$ cat src/rtl/tw_pkg.sv
// Shared constants and types for the twiddle-factor load path.
package tw_pkg;

    localparam int unsigned TW_P_WIDTH = 128;
    localparam int unsigned TW_HDW     = 64;
    localparam int unsigned TW_DEPTH   = 4;
    localparam int unsigned TW_IDX_W   = 2;

    // Write codes understood by the ROM stage-0 buffer
    localparam logic [1:0] ROM_W_IDLE = 2'd0;
    localparam logic [1:0] ROM_W_HI   = 2'd1;
    localparam logic [1:0] ROM_W_LO   = 2'd2;

    typedef enum logic [2:0] {
        ST_IDLE    = 3'd0,
        ST_LOAD    = 3'd1,
        ST_SEND_HI = 3'd2,
        ST_SEND_LO = 3'd3,
        ST_DONE    = 3'd4
    } tw_state_e;

endpackage

$ cat src/rtl/tw_word_buf.sv
// DEPTH x P_WIDTH word store with one write port and a half-selecting read port.
module tw_word_buf
    import tw_pkg::*;
#(
    parameter int unsigned P_WIDTH = TW_P_WIDTH,
    parameter int unsigned HALF_W  = TW_HDW,
    parameter int unsigned DEPTH   = TW_DEPTH,
    parameter int unsigned IDX_W   = TW_IDX_W
) (
    input  logic               CLK,
    input  logic               we,
    input  logic [IDX_W-1:0]   waddr,
    input  logic [P_WIDTH-1:0] wdata,
    input  logic [IDX_W-1:0]   raddr,
    input  logic               rd_hi,
    output logic [HALF_W-1:0]  rdata_c
);

    logic [P_WIDTH-1:0] mem_q [DEPTH];
    logic [P_WIDTH-1:0] word_c;

    // Word storage; contents are deliberately not reset
    always_ff @(posedge CLK) begin
        if (we) begin
            mem_q[waddr] <= wdata;
        end
    end

    // Read the addressed word and pick the requested half
    always_comb begin
        word_c  = mem_q[raddr];
        rdata_c = rd_hi ? word_c[P_WIDTH-1:HALF_W] : word_c[HALF_W-1:0];
    end

endmodule

$ cat src/rtl/tw_horizontal_tx.sv
// Collects DEPTH twiddle words and streams them to the ROM as upper-half then lower-half beats.
module tw_horizontal_tx
    import tw_pkg::*;
#(
    parameter int unsigned P_WIDTH       = TW_P_WIDTH,
    parameter int unsigned horizontal_DW = TW_HDW,
    parameter int unsigned DEPTH         = TW_DEPTH,
    parameter int unsigned IDX_W         = TW_IDX_W
) (
    input  logic                     CLK,
    input  logic                     rst_n,
    input  logic                     start,
    input  logic                     in_valid,
    input  logic [P_WIDTH-1:0]       in_data,
    output logic                     in_ready,
    output logic [horizontal_DW-1:0] horizontal_tf_out,
    output logic [1:0]               ROM_w,
    output logic                     busy,
    output logic                     done
);

    tw_state_e                state_q, state_d;
    logic [IDX_W-1:0]         wr_idx_q, wr_idx_d;
    logic [IDX_W-1:0]         rd_idx_q, rd_idx_d;
    logic [horizontal_DW-1:0] tf_q, tf_d;
    logic [1:0]               rom_w_q, rom_w_d;
    logic                     done_q, done_d;
    logic                     busy_q, busy_d;
    logic                     in_ready_q, in_ready_d;

    logic                     buf_we_c;
    logic [IDX_W-1:0]         raddr_c;
    logic                     rd_hi_c;
    logic [horizontal_DW-1:0] rd_data_c;

    tw_word_buf #(
        .P_WIDTH (P_WIDTH),
        .HALF_W  (horizontal_DW),
        .DEPTH   (DEPTH),
        .IDX_W   (IDX_W)
    ) u_buf (
        .CLK     (CLK),
        .we      (buf_we_c),
        .waddr   (wr_idx_q),
        .wdata   (in_data),
        .raddr   (raddr_c),
        .rd_hi   (rd_hi_c),
        .rdata_c (rd_data_c)
    );

    // Read select: word 0 upper half on the final load edge, otherwise rd_idx; a wrapped
    // rd_idx in SEND_HI means the upper pass is complete and the lower pass starts
    always_comb begin
        raddr_c = (state_q == ST_LOAD) ? '0 : rd_idx_q;
        rd_hi_c = (state_q == ST_LOAD) ||
                  ((state_q == ST_SEND_HI) && (rd_idx_q != '0));
    end

    // Next-state and registered-output logic
    always_comb begin
        state_d    = state_q;
        wr_idx_d   = wr_idx_q;
        rd_idx_d   = rd_idx_q;
        tf_d       = tf_q;
        rom_w_d    = ROM_W_IDLE;
        done_d     = 1'b0;
        buf_we_c   = 1'b0;

        unique case (state_q)
            ST_IDLE: begin
                if (start) begin
                    state_d  = ST_LOAD;
                    wr_idx_d = '0;
                end
            end
            ST_LOAD: begin
                if (in_valid && in_ready_q) begin
                    buf_we_c = 1'b1;
                    wr_idx_d = wr_idx_q + IDX_W'(1);
                    if (wr_idx_q == IDX_W'(DEPTH - 1)) begin
                        state_d  = ST_SEND_HI;
                        tf_d     = rd_data_c;
                        rom_w_d  = ROM_W_HI;
                        rd_idx_d = IDX_W'(1);
                    end
                end
            end
            ST_SEND_HI: begin
                tf_d = rd_data_c;
                if (rd_idx_q == '0) begin
                    state_d  = ST_SEND_LO;
                    rom_w_d  = ROM_W_LO;
                    rd_idx_d = IDX_W'(1);
                end else begin
                    rom_w_d  = ROM_W_HI;
                    rd_idx_d = rd_idx_q + IDX_W'(1);
                end
            end
            ST_SEND_LO: begin
                if (rd_idx_q == '0) begin
                    state_d = ST_DONE;
                    done_d  = 1'b1;
                end else begin
                    tf_d     = rd_data_c;
                    rom_w_d  = ROM_W_LO;
                    rd_idx_d = rd_idx_q + IDX_W'(1);
                end
            end
            ST_DONE: begin
                state_d = ST_IDLE;
            end
            default: begin
                state_d = ST_IDLE;
            end
        endcase

        busy_d     = (state_d == ST_LOAD) || (state_d == ST_SEND_HI) ||
                     (state_d == ST_SEND_LO);
        in_ready_d = (state_d == ST_LOAD);
    end

    // State and output registers with synchronous active-low reset
    always_ff @(posedge CLK) begin
        if (!rst_n) begin
            state_q    <= ST_IDLE;
            wr_idx_q   <= '0;
            rd_idx_q   <= '0;
            tf_q       <= '0;
            rom_w_q    <= ROM_W_IDLE;
            done_q     <= 1'b0;
            busy_q     <= 1'b0;
            in_ready_q <= 1'b0;
        end else begin
            state_q    <= state_d;
            wr_idx_q   <= wr_idx_d;
            rd_idx_q   <= rd_idx_d;
            tf_q       <= tf_d;
            rom_w_q    <= rom_w_d;
            done_q     <= done_d;
            busy_q     <= busy_d;
            in_ready_q <= in_ready_d;
        end
    end

    assign in_ready          = in_ready_q;
    assign horizontal_tf_out = tf_q;
    assign ROM_w             = rom_w_q;
    assign busy              = busy_q;
    assign done              = done_q;

endmodule

$ cat config.mk
export PLATFORM = sky130hd
export DESIGN_NAME = tw_horizontal_tx
export DESIGN_NICKNAME = d
export VERILOG_FILES = /design/src/rtl/tw_pkg.sv /design/src/rtl/tw_word_buf.sv /design/src/rtl/tw_horizontal_tx.sv
export SDC_FILE = /design/constraint.sdc
export NUM_CORES = 1
export LEC_CHECK = 0
export CORE_MARGIN = 2
export CORE_UTILIZATION = 64
export CTS_CLUSTER_DIAMETER = 80
export DETAILED_ROUTE_END_ITERATION = 6
export DONT_BUFFER_PORTS = 1
export GPL_TIMING_DRIVEN = 0
export MAX_ROUTING_LAYER = met4
export PLACE_DENSITY = 0.8
export SYNTH_ARGS = -nofsm -noshare
export SYNTH_HDL_FRONTEND = slang
export SYNTH_SLANG_ARGS = --single-unit
$ cat constraint.sdc
create_clock -name CLK -period 8.5 [get_ports CLK]
set_input_delay 1.275 -clock CLK [delete_from_list [all_inputs] [get_ports CLK]]
set_output_delay 1.275 -clock CLK [all_outputs]
set_load 0.02 [all_outputs]
=== Word-level counts from Yosys, hierarchy flattened ===
Memory sizes are Yosys's and may differ from the RTL's.
Index checks and enable logic that the tools add are counted.
W data, S select, Z words.

* Add/subtract/negate cells: 2
* Multiply operators: 0
* Divide/modulo/power cells: 0
* $lt $le $gt $ge: 0
* Eq/ne operators: 11
* Shifts and indexed selects: 0
* Muxes and demuxes: 30
* Bitwise gates (word level): 0
* Reduce and logical (&&, ||, !) cells: 13

{| class="wikitable"
|+ Operator list
! kind !! number
|-
| $mux W64 || 4
|-
| $pmux W64 S3 || 1
|-
| $mux W2 || 9
|-
| $mux W3 || 5
|-
| $eq A3 B2 Y1 const B || 4
|-
| $pmux W2 S3 || 2
|-
| $pmux W3 S4 || 1
|-
| $mux W1 || 7
|-
| $eq A3 B1 Y1 const B || 2
|-
| $add A2 B1 Y2 const B || 2
|-
| $ne A2 B1 Y1 const B || 2
|-
| $ne A2 B2 Y1 const B || 2
|-
| $pmux W2 S2 || 1
|-
| $reduce_and A4 Y1 || 1
|-
| $reduce_bool A2 Y1 || 2
|-
| $logic_not A3 Y1 || 1
|-
| $logic_or A1 B1 Y1 || 3
|-
| $reduce_and A3 Y1 || 1
|-
| $reduce_bool A3 Y1 || 1
|-
| $eq A2 B2 Y1 const B || 1
|-
| $logic_and A1 B1 Y1 || 2
|-
| $logic_not A2 Y1 || 1
|-
| $reduce_and A2 Y1 || 1
|}

* Register bits after elaboration: 76
* Bits in latches: 0
* RAM bits: 512
* Bits in read-only memories: 0
* Output and inout bits: 69
* Word-level logic and storage cells: 65
* Memories kept: 1

{| class="wikitable"
|+ Memory list
! name !! words !! bits a word !! rd ports !! clocked after memory_dff !! write ports !! RTL line !! RTL
|-
| u_buf.mem_q || 4 || 128 || 1 || 0 || 1 || tw_word_buf.sv:19 || <nowiki>logic [P_WIDTH-1:0] mem_q [DEPTH];</nowiki>
|}

=== Depth between registers and ports, before layout ===
Gate-level depths: netlist (run 1).

* Word-level depth: 7
* Depth in mapped cells: 10

=== Cells and area by module ===
From an unflattened synthesis (run 1), not the netlist that was laid out.

* Cells, all modules: 1083
* Area, all modules: 22348.9 µm²

{| class="wikitable"
|+ By module, submodules not included
! module !! times used !! cells an instance !! area each (µm²) !! sequential area each (µm²)
|-
| tw_word_buf || 1 || 744 || 19237.2 || 15374.7
|-
| tw_horizontal_tx || 1 || 339 || 3111.7 || 1521.5
|}

=== Least setup slack after synthesis (run 1) ===
OpenSTA, ideal clock, no wires.

* Path type: input-to-reg
* Start point: input in_valid
* End point: memory u_buf.mem_q[0][0] in the netlist's numbering (enable)
* Data arrival time: 4.434 ns
* Required time: 7.997 ns
* Setup slack: 3.563 ns
* Cell stages on the path: 2
* Path through: and3_1 and2_1

* Longest elaborated chain between the ends: 5

{| class="wikitable"
|+ Ends and longest elaborated chain
! item !! RTL line !! RTL
|-
| from (decl) || tw_horizontal_tx.sv:13 || <nowiki>input logic in_valid,</nowiki>
|-
| $logic_and A1 B1 Y1 || tw_horizontal_tx.sv:77 || <nowiki>if (in_valid && in_ready_q) begin</nowiki>
|-
| $mux W1 || tw_horizontal_tx.sv:77 ||
|-
| $mux W1 || tw_horizontal_tx.sv:69 || <nowiki>unique case (state_q)</nowiki>
|-
| $mux W1 || tw_word_buf.sv:24 || <nowiki>if (we) begin</nowiki>
|-
| $mux W1 (implied by the code) || tw_word_buf.sv:25 || <nowiki>mem_q[waddr] <= wdata;</nowiki>
|-
| to (decl) || tw_word_buf.sv:19 ||
|}

No other way between the ends.

=== Final worst setup path (run 1) ===
* Start point: register rd_idx_q[0]
* End point: register tf_q[43], in the netlist horizontal_tf_out[43]

* Longest elaborated chain between the ends: 7
* Elaborated cells between the ends (all ways): 13
* Those cells by class: eq/ne: 1; mux: 6; reduce/logical: 5; memory: 1

{| class="wikitable"
|+ Ends and longest elaborated chain
! item !! RTL line !! RTL
|-
| from (decl) || tw_horizontal_tx.sv:24 || <nowiki>logic [IDX_W-1:0] rd_idx_q, rd_idx_d;</nowiki>
|-
| from (signal assigned) || tw_horizontal_tx.sv:136 || <nowiki>rd_idx_q <= rd_idx_d;</nowiki>
|-
| parallel branches: the longest is 7 deep, another holds $mem_v2 Z4 W128 || -- ||
|-
| to (signal assigned) || tw_horizontal_tx.sv:137 || <nowiki>tf_q <= tf_d;</nowiki>
|-
| to (decl) || tw_horizontal_tx.sv:25 || <nowiki>logic [horizontal_DW-1:0] tf_q, tf_d;</nowiki>
|}

Parallel ways; which one is timed is not known. The select of a mux whose other input is x is not followed.
A chain may end at the register's enable or synchronous reset.

==> out/qor.yml, run 1 <==
syn_area_um2: 22500
ir_worst_vdd_v: 0.000185
fin_nets: 1560
viasPerCell: 6.49
fmax_ghz: 0.322
setup_tns_ns: 0
drive_gt1_frac: 0.170
reg2reg_setup_slack_ns: 5.39
swShare: 0.186
clock_skew_ns: 0.0204
drt_iter0_markers: 1421
cts_resized: 0
hold_viol_final: 0
coreArea_um2: 34500
place.gp.congestion: 0.900
cts_setup_buffers: 0
leakage_nw: 7.99
dieHeight_um: 191
slowest_delay_ns: 0.67
status: "finished clean"
min-delay-start: "rd_idx_q[1]"
synth.distinct_cells: 49
track_usage: 0.298
grt_remaining_overflow: 0
io_pins: 201
slowest_stage: "clkbuf_1"
r2r_start: "rd_idx_q[0]"
synth_largest_area_cell: "edfxtp_1"
grt_setup_unrepaired: "false"
htree_levels: 2
ys_async_sr_fraction: 0
io_buffers: 0
grt_start_max_net_pins: 59
ys_seq_area_frac: 0.752
cp-end-kind: "flip-flop"
clockRootBuffer: "clkbuf_16"
synth-main-ff-cell: "edfxtp_1"
fin_crit_sh: 0.366
grt_pass1_vias: 12800
p_int_w: 0.00468
clk_pin_slew_worst_paths_ns: 0.06
cts_tree: "done"
area_growth_pct: 12.0
worstRegToRegCells: 9
hold-path-endpoint: "rd_idx_q[1]"
p_switching_w: 0.00107
ys_warn_count: 0
holdBufCountCts: 0
synth_top_area_frac: 0.684
cp-startpoint: "rd_idx_q[0]"
avgSynthCellArea_um2: 16.5
timing_worst_setup_path_type: "flip-flop to flip-flop"
setup_violations: 0
power_frac_clock: 0.435
syn_nets: 1495
ant_nets: 0
dieArea_um2: 36600
powerDensity_nw_per_um2: 229
seqPwrFrac: 0.548
worstMarginPinSlew_ns: 0.988
hpwl_um: 33300
path_cells: "buf_4 > inv_2 > buf_2 > ha_1 > and3_1 > nor3_2 > buf_2 > clkbuf_1 > a31oi_1"
antenna_found_initial: 1
critPathMaxFanout: 10
min_path_type: "flip-flop to flip-flop"
syn-instance-count: 1358
drc: 0
crit_top_cell: "buf_2"
first_pass_iters: 6
whs_ns: 0.513
numClockSinks: 588
slew_headroom: 0.341
whs_path_depth: 2
crit_path_start_kind: "flip-flop"
rr_endpoint: "horizontal_tf_out[43]"
fill_cells: 2117
drv_slew: 0
synthTopCellsByArea: "edfxtp_1 68%, dfxtp_1 6.8%, mux2_2 3.9%"
required_ns: 8.91
grt_pass1_wl_um: 76800
die_w_um: 191
synth_seq_cells: 588
maxCapViolations: 0
fin_crit_ns: 3.11
post_drt_wl_per_cell_um: 27.2
cp.arrival_ns: 3.52
insertion_delay_ns: 0.59
cts_buffers: 55
initial_utilization: 0.650
rows: 68
synth_edf_count: 512
postRouteWirelength_um: 52400
antenna-diode-count: 0
cts_buffer_depth: 3
dr_total_vias: 12500
combPwrFrac: 0.016
==> logic make-up (layout without fill, tap and decap cells) <==
group / after synthesis / in the layout / share of synthesized area
flops: 588 / 588 / 0.752
fa+ha+maj: 5 / 5 / 0.00278
simple gates: 102 / 102 / 0.0241
buf+inv: 99 / 210 / 0.0227
xor+xnor: 1 / 1 / 0.000390
mux: 212 / 212 / 0.111
compound gates: 351 / 351 / 0.0866
==> worst max path at each step <==
stage	end	slack [ns]	cells after the start
detailed placement	horizontal_tf_out[43]	5.26	6
global placement	u_buf.mem_q[1][98]	1.28	2
CTS	horizontal_tf_out[43]	5.40	9
floorplan	u_buf.mem_q[0][0]	3.56	2
finish	horizontal_tf_out[43]	5.39	9
global route	horizontal_tf_out[55]	5.19	10
==> critical path: cells and delay by family (launching register included) <==
kind            cells  cell delay (ns)
compound gates      1             0.17
fa+ha+maj           1             0.32
buf+inv             5             1.52
simple gates        2             0.60
flops               1             0.31
==> power groups by stage <==
stage / Clock [W] / Combinational [W] / Sequential (W)
floorplan: 0 / 0.0000593 / 0.00322
global placement: 0 / 0.0000875 / 0.00322
detailed placement: 0 / 0.0000923 / 0.00322
CTS: 0.00253 / 0.0000937 / 0.00316
global route: 0.00264 / 0.000102 / 0.00316
finish: 0.00251 / 0.0000946 / 0.00316
==> synthesized netlist by cell type, drive strengths merged (6+ instances only) <==
cell and count:
edfxtp 512, o21ai 150, mux2 106, a21oi 87, mux2i 86, dfxtp 76, a31oi 63, buf 49
nand2 47, clkbuf 44, nand2b 22, o22ai 21, mux4 20, o211ai 20, and2 6, inv 6
==> area by class of cell <==
class / count / area (um^2) / area share
flip-flops and latches: 588 / 16900 / 0.672
multi-input cells: 671 / 5070 / 0.202
clock buffers: 86 / 1680 / 0.0666
well taps: 455 / 569 / 0.0226
plain buffers: 93 / 488 / 0.0194
repair buffers: 8 / 220 / 0.00875
clock inverters: 17 / 214 / 0.00850
inverters: 6 / 22.5 / 0.000895
==> cell usage in the layout (no fill, tap or decap), types with 3 or more instances in the layout <==
cell type	n
edfxtp_1	512
o21ai_0	125
a21oi_1	87
mux2i_1	86
mux2_2	77
dfxtp_1	76
a31oi_1	63
clkbuf_1	59
clkbuf_16	57
nand2_1	46
buf_2	30
mux2_1	29
o21ai_1	25
nand2b_1	22
o22ai_1	21
mux4_2	20
o211ai_1	20
clkbuf_8	14
buf_4	11
buf_16	8
clkinv_2	6
inv_1	5
and3_1	5
nor2_1	5
buf_6	5
ha_1	5
bufinv_16	5
and2_4	4
nand3_1	4
clkinv_1	3
clkinvlp_4	3
==> state kept, by name (all words and copies together), names as in the netlist <==
name	flops
u_buf.mem_q	512
horizontal_tf_out	64
state_q	3
ROM_w	2
rd_idx_q	2
wr_idx_q	2
busy	1
done	1
in_ready	1
==> through the flow <==
step | cells | utilization | cell area (um^2) | power, W | setup slack [ns]
after floorplan | 1358 | - | 22500 | 0.00328 | 3.56
after global placement | 1813 | 0.667 | 23000 | 0.00331 | 1.28
after detailed placement | 1821 | 0.674 | 23300 | 0.00331 | 5.26
after CTS | 1924 | 0.728 | 25200 | 0.00578 | 5.40
after global routing | 1924 | 0.728 | 25200 | 0.00590 | 5.19
final | 1924 | 0.728 | 25200 | 0.00576 | 5.39
==> routing by layer <==
layer / GRT usage / vias up / routed length [um]
li1: - / 5461 / -
met1: 0.357 / 6273 / 19000
met2: 0.474 / 625 / 26100
met3: 0.0962 / 125 / 5650
met4: 0.114 / 0 / 1680
met5: - / - / 0
(Power assumes the default switching activity.)
==> run 2: changes to the inputs <==
--- a/config.mk
+++ b/config.mk
@@ -6,13 +6,13 @@
 export NUM_CORES = 1
 export LEC_CHECK = 0
 export CORE_MARGIN = 2
-export CORE_UTILIZATION = 64
+export CORE_UTILIZATION = 57
 export CTS_CLUSTER_DIAMETER = 80
 export DETAILED_ROUTE_END_ITERATION = 6
 export DONT_BUFFER_PORTS = 1
 export GPL_TIMING_DRIVEN = 0
 export MAX_ROUTING_LAYER = met4
-export PLACE_DENSITY = 0.8
+export PLACE_DENSITY = 0.75
 export SYNTH_ARGS = -nofsm -noshare
 export SYNTH_HDL_FRONTEND = slang
 export SYNTH_SLANG_ARGS = --single-unit
==> constraint.sdc (replaced) <==
create_clock -name CLK -period 2.8 [get_ports CLK]
set_input_delay 0.42 -clock CLK [delete_from_list [all_inputs] [get_ports CLK]]
set_output_delay 0.42 -clock CLK [all_outputs]
set_load 0.02 [all_outputs]
==> run 2 against run 1 <==
  * Final cell count grew 11%
  * Die area increased by 12%
  * Sequential share of layout area is 3.8 points lower
  * Combinational power grew to 5.5 times the previous value
  * Register-to-register slack got worse by 5.2 ns
  * Non-clock buffer count rose by 129
  * Worst setup slack worse by 5.2 ns
  * Maximum frequency is 18% higher
  * Clock power grew to 3.1 times the previous value
  * First-iteration DRC count decreased by 31%
  * Global-route usage decreased by 2.0 points
  * Critical path type unchanged
  * Largest power group unchanged
==> out/qor.yml, run 2 (same netlist as run 1, synthesis figures left out) <==
p_switching_w: 0.00345
area_growth_pct: 18.7
dieHeight_um: 203
slowest_stage: "o31ai_4"
largest_reg_flops: 512
rows: 72
drc: 0
track_usage: 0.278
reg2reg_setup_slack_ns: 0.16
ir_worst_vdd_v: 0.000629
met2WireLength_um: 27700
cts_tree: "done"
clock_skew_ns: 0.0156
slew_headroom: 0.362
worstMarginPinSlew_ns: 0.957
io_pins: 201
post_drt_wl_per_cell_um: 26.3
p_int_w: 0.0145
combPwrFrac: 0.029
routed.top_layer: "met4"
dr_total_vias: 13000
initial_utilization: 0.580
crit_path_end: "horizontal_tf_out[28]"
leakage_nw: 8.62
layout_commonest_cell: "edfxtp_1"
min_path_type: "input port to flip-flop"
insertion_delay_ns: 0.60
clockRootBuffer: "clkbuf_16"
fin_crit_sh: 0.942
drive_gt1_frac: 0.168
fmax_ghz: 0.379
cp.arrival_ns: 3.09
fin_crit_ns: 2.64
drt_iter0_markers: 980
powerDensity_nw_per_um2: 674
drt-met1-wl_um: 22400
crit_path_start_kind: "flip-flop"
required_ns: 3.26
slowest_delay_ns: 0.36
antenna_found_initial: 6
grt_pass1_vias: 13500
dieArea_um2: 41000
coreArea_um2: 38700
final_cell_mix: "512 x edfxtp_1, 128 x dlygate4sd3_1, 125 x o21ai_0"
hpwl_um: 33900
worstRegToRegCells: 10
first_pass_iters: 5
cp-end-kind: "flip-flop"
maxCapViolations: 0
cts_buffer_depth: 3
finish.utilization: 0.688
top_register: "u_buf.mem_q"
grt_setup_unrepaired: "false"
hold_viol_final: 0
whs_path_depth: 3
grt_start_max_net_pins: 56
place.gp.congestion: 0.832
fin_nets: 1694
critPathMaxFanout: 10
postRouteWirelength_um: 55900
io_buffers: 0
power_frac_clock: 0.438
numClockSinks: 588
seqPwrFrac: 0.533
swShare: 0.192
r2r_start: "rd_idx_q[0]"
rr_endpoint: "horizontal_tf_out[28]"
whs_ns: 0.139
cp-startpoint: "rd_idx_q[0]"
grt_pass1_wl_um: 82200
status: "finished clean"
crit_top_cell: "buf_4"
path_cells: "buf_4 > inv_2 > buf_4 > ha_1 > o31ai_4 > buf_4 > buf_2 > a21oi_1 > o21ai_0 > a31oi_1"
wl_met3_um: 4260
drv_slew: 0
cts_buffers: 57
htree_levels: 2
clk_pin_slew_worst_paths_ns: 0.06
setup_violations: 0
ant_nets: 0
die_w_um: 203
timing_worst_setup_path_type: "flip-flop to flip-flop"
min-delay-start: "in_valid"
viasPerCell: 6.12
grt_remaining_overflow: 0
[run 2: changes by cell type in the layout (fill, tap and decap cells not counted), sizes merged]
cell | previous run | this run
dlygate4sd3 | 0 | 128
diode | 0 | 6
clkinv | 9 | 13
and2 | 6 | 9
buf | 57 | 54
bufinv | 5 | 8
clkinvlp | 3 | 0
clkbuf | 130 | 132
[run 2: worst min-delay path by stage]
stage	endpoint
2_1_floorplan	rd_idx_q[1]
3_3_place_gp	rd_idx_q[1]
3_5_place_dp	rd_idx_q[1]
4_1_cts	wr_idx_q[1]
5_1_grt	wr_idx_q[1]
6_report	wr_idx_q[1]
[run 2: repair_timing]
action,CTS,global route
resized for setup,17,11
cloned,1,2
hold buffers,128,0
pin swaps,1,2
endpoints found under the setup margin,76,77
endpoints found under the hold margin,512,0
buffers inserted,0,1
[run 2: cell type report]
class	count	area [um^2]
Timing Repair Buffer	137	1500
Buffer	93	522
Sequential cell	588	16900
Clock buffer	84	1630
Inverter	6	22.5
Multi-Input combinational cell	674	5120
Antenna cell	6	15.0
Clock inverter	21	304
Fill cell	2566	12100
Tap cell	518	648
[run 2: per-layer routing]
metal / GRT usage / up-vias
met3: 0.0565 / 107
met4: 0.0962 / 0
met2: 0.449 / 600
met1: 0.355 / 6580
li1: - / 5738
met5: - / -
[run 2: power by group through the flow]
stage / registers (W) / clock network [W] / logic, W
2_1_floorplan: 0.00976 / 0 / 0.000180
3_3_place_gp: 0.00977 / 0 / 0.000271
3_5_place_dp: 0.00977 / 0 / 0.000281
4_1_cts: 0.00958 / 0.00794 / 0.000509
5_1_grt: 0.00957 / 0.00829 / 0.000560
6_report: 0.00958 / 0.00788 / 0.000521
[run 2: critical path, delay by kind of cell, from the launching register on]
kind | cells | cell delay, ns
AO/OA/AOI/OAI | 4 | 0.75
buffers and inverters | 5 | 1.11
flip-flops | 1 | 0.32
adder cells (fa/ha/maj) | 1 | 0.30
[run 2: through the flow]
| step | power [W] | cells | setup TNS, ns | worst slack (ns) | area, um^2 |
|---|---|---|---|---|---|
| CTS | 0.0180 | 2118 | 0 | 0.00313 | 26600 |
| detailed placement | 0.0100 | 1884 | -12.30 | -0.390 | 23300 |
| finish | 0.0180 | 2127 | 0 | 0.163 | 26700 |
| global placement | 0.0100 | 1876 | -747.98 | -1.49 | 23100 |
| global route | 0.0184 | 2126 | 0 | 0.0196 | 26700 |
| floorplan | 0.00994 | 1358 | -31.61 | -0.0617 | 22500 |
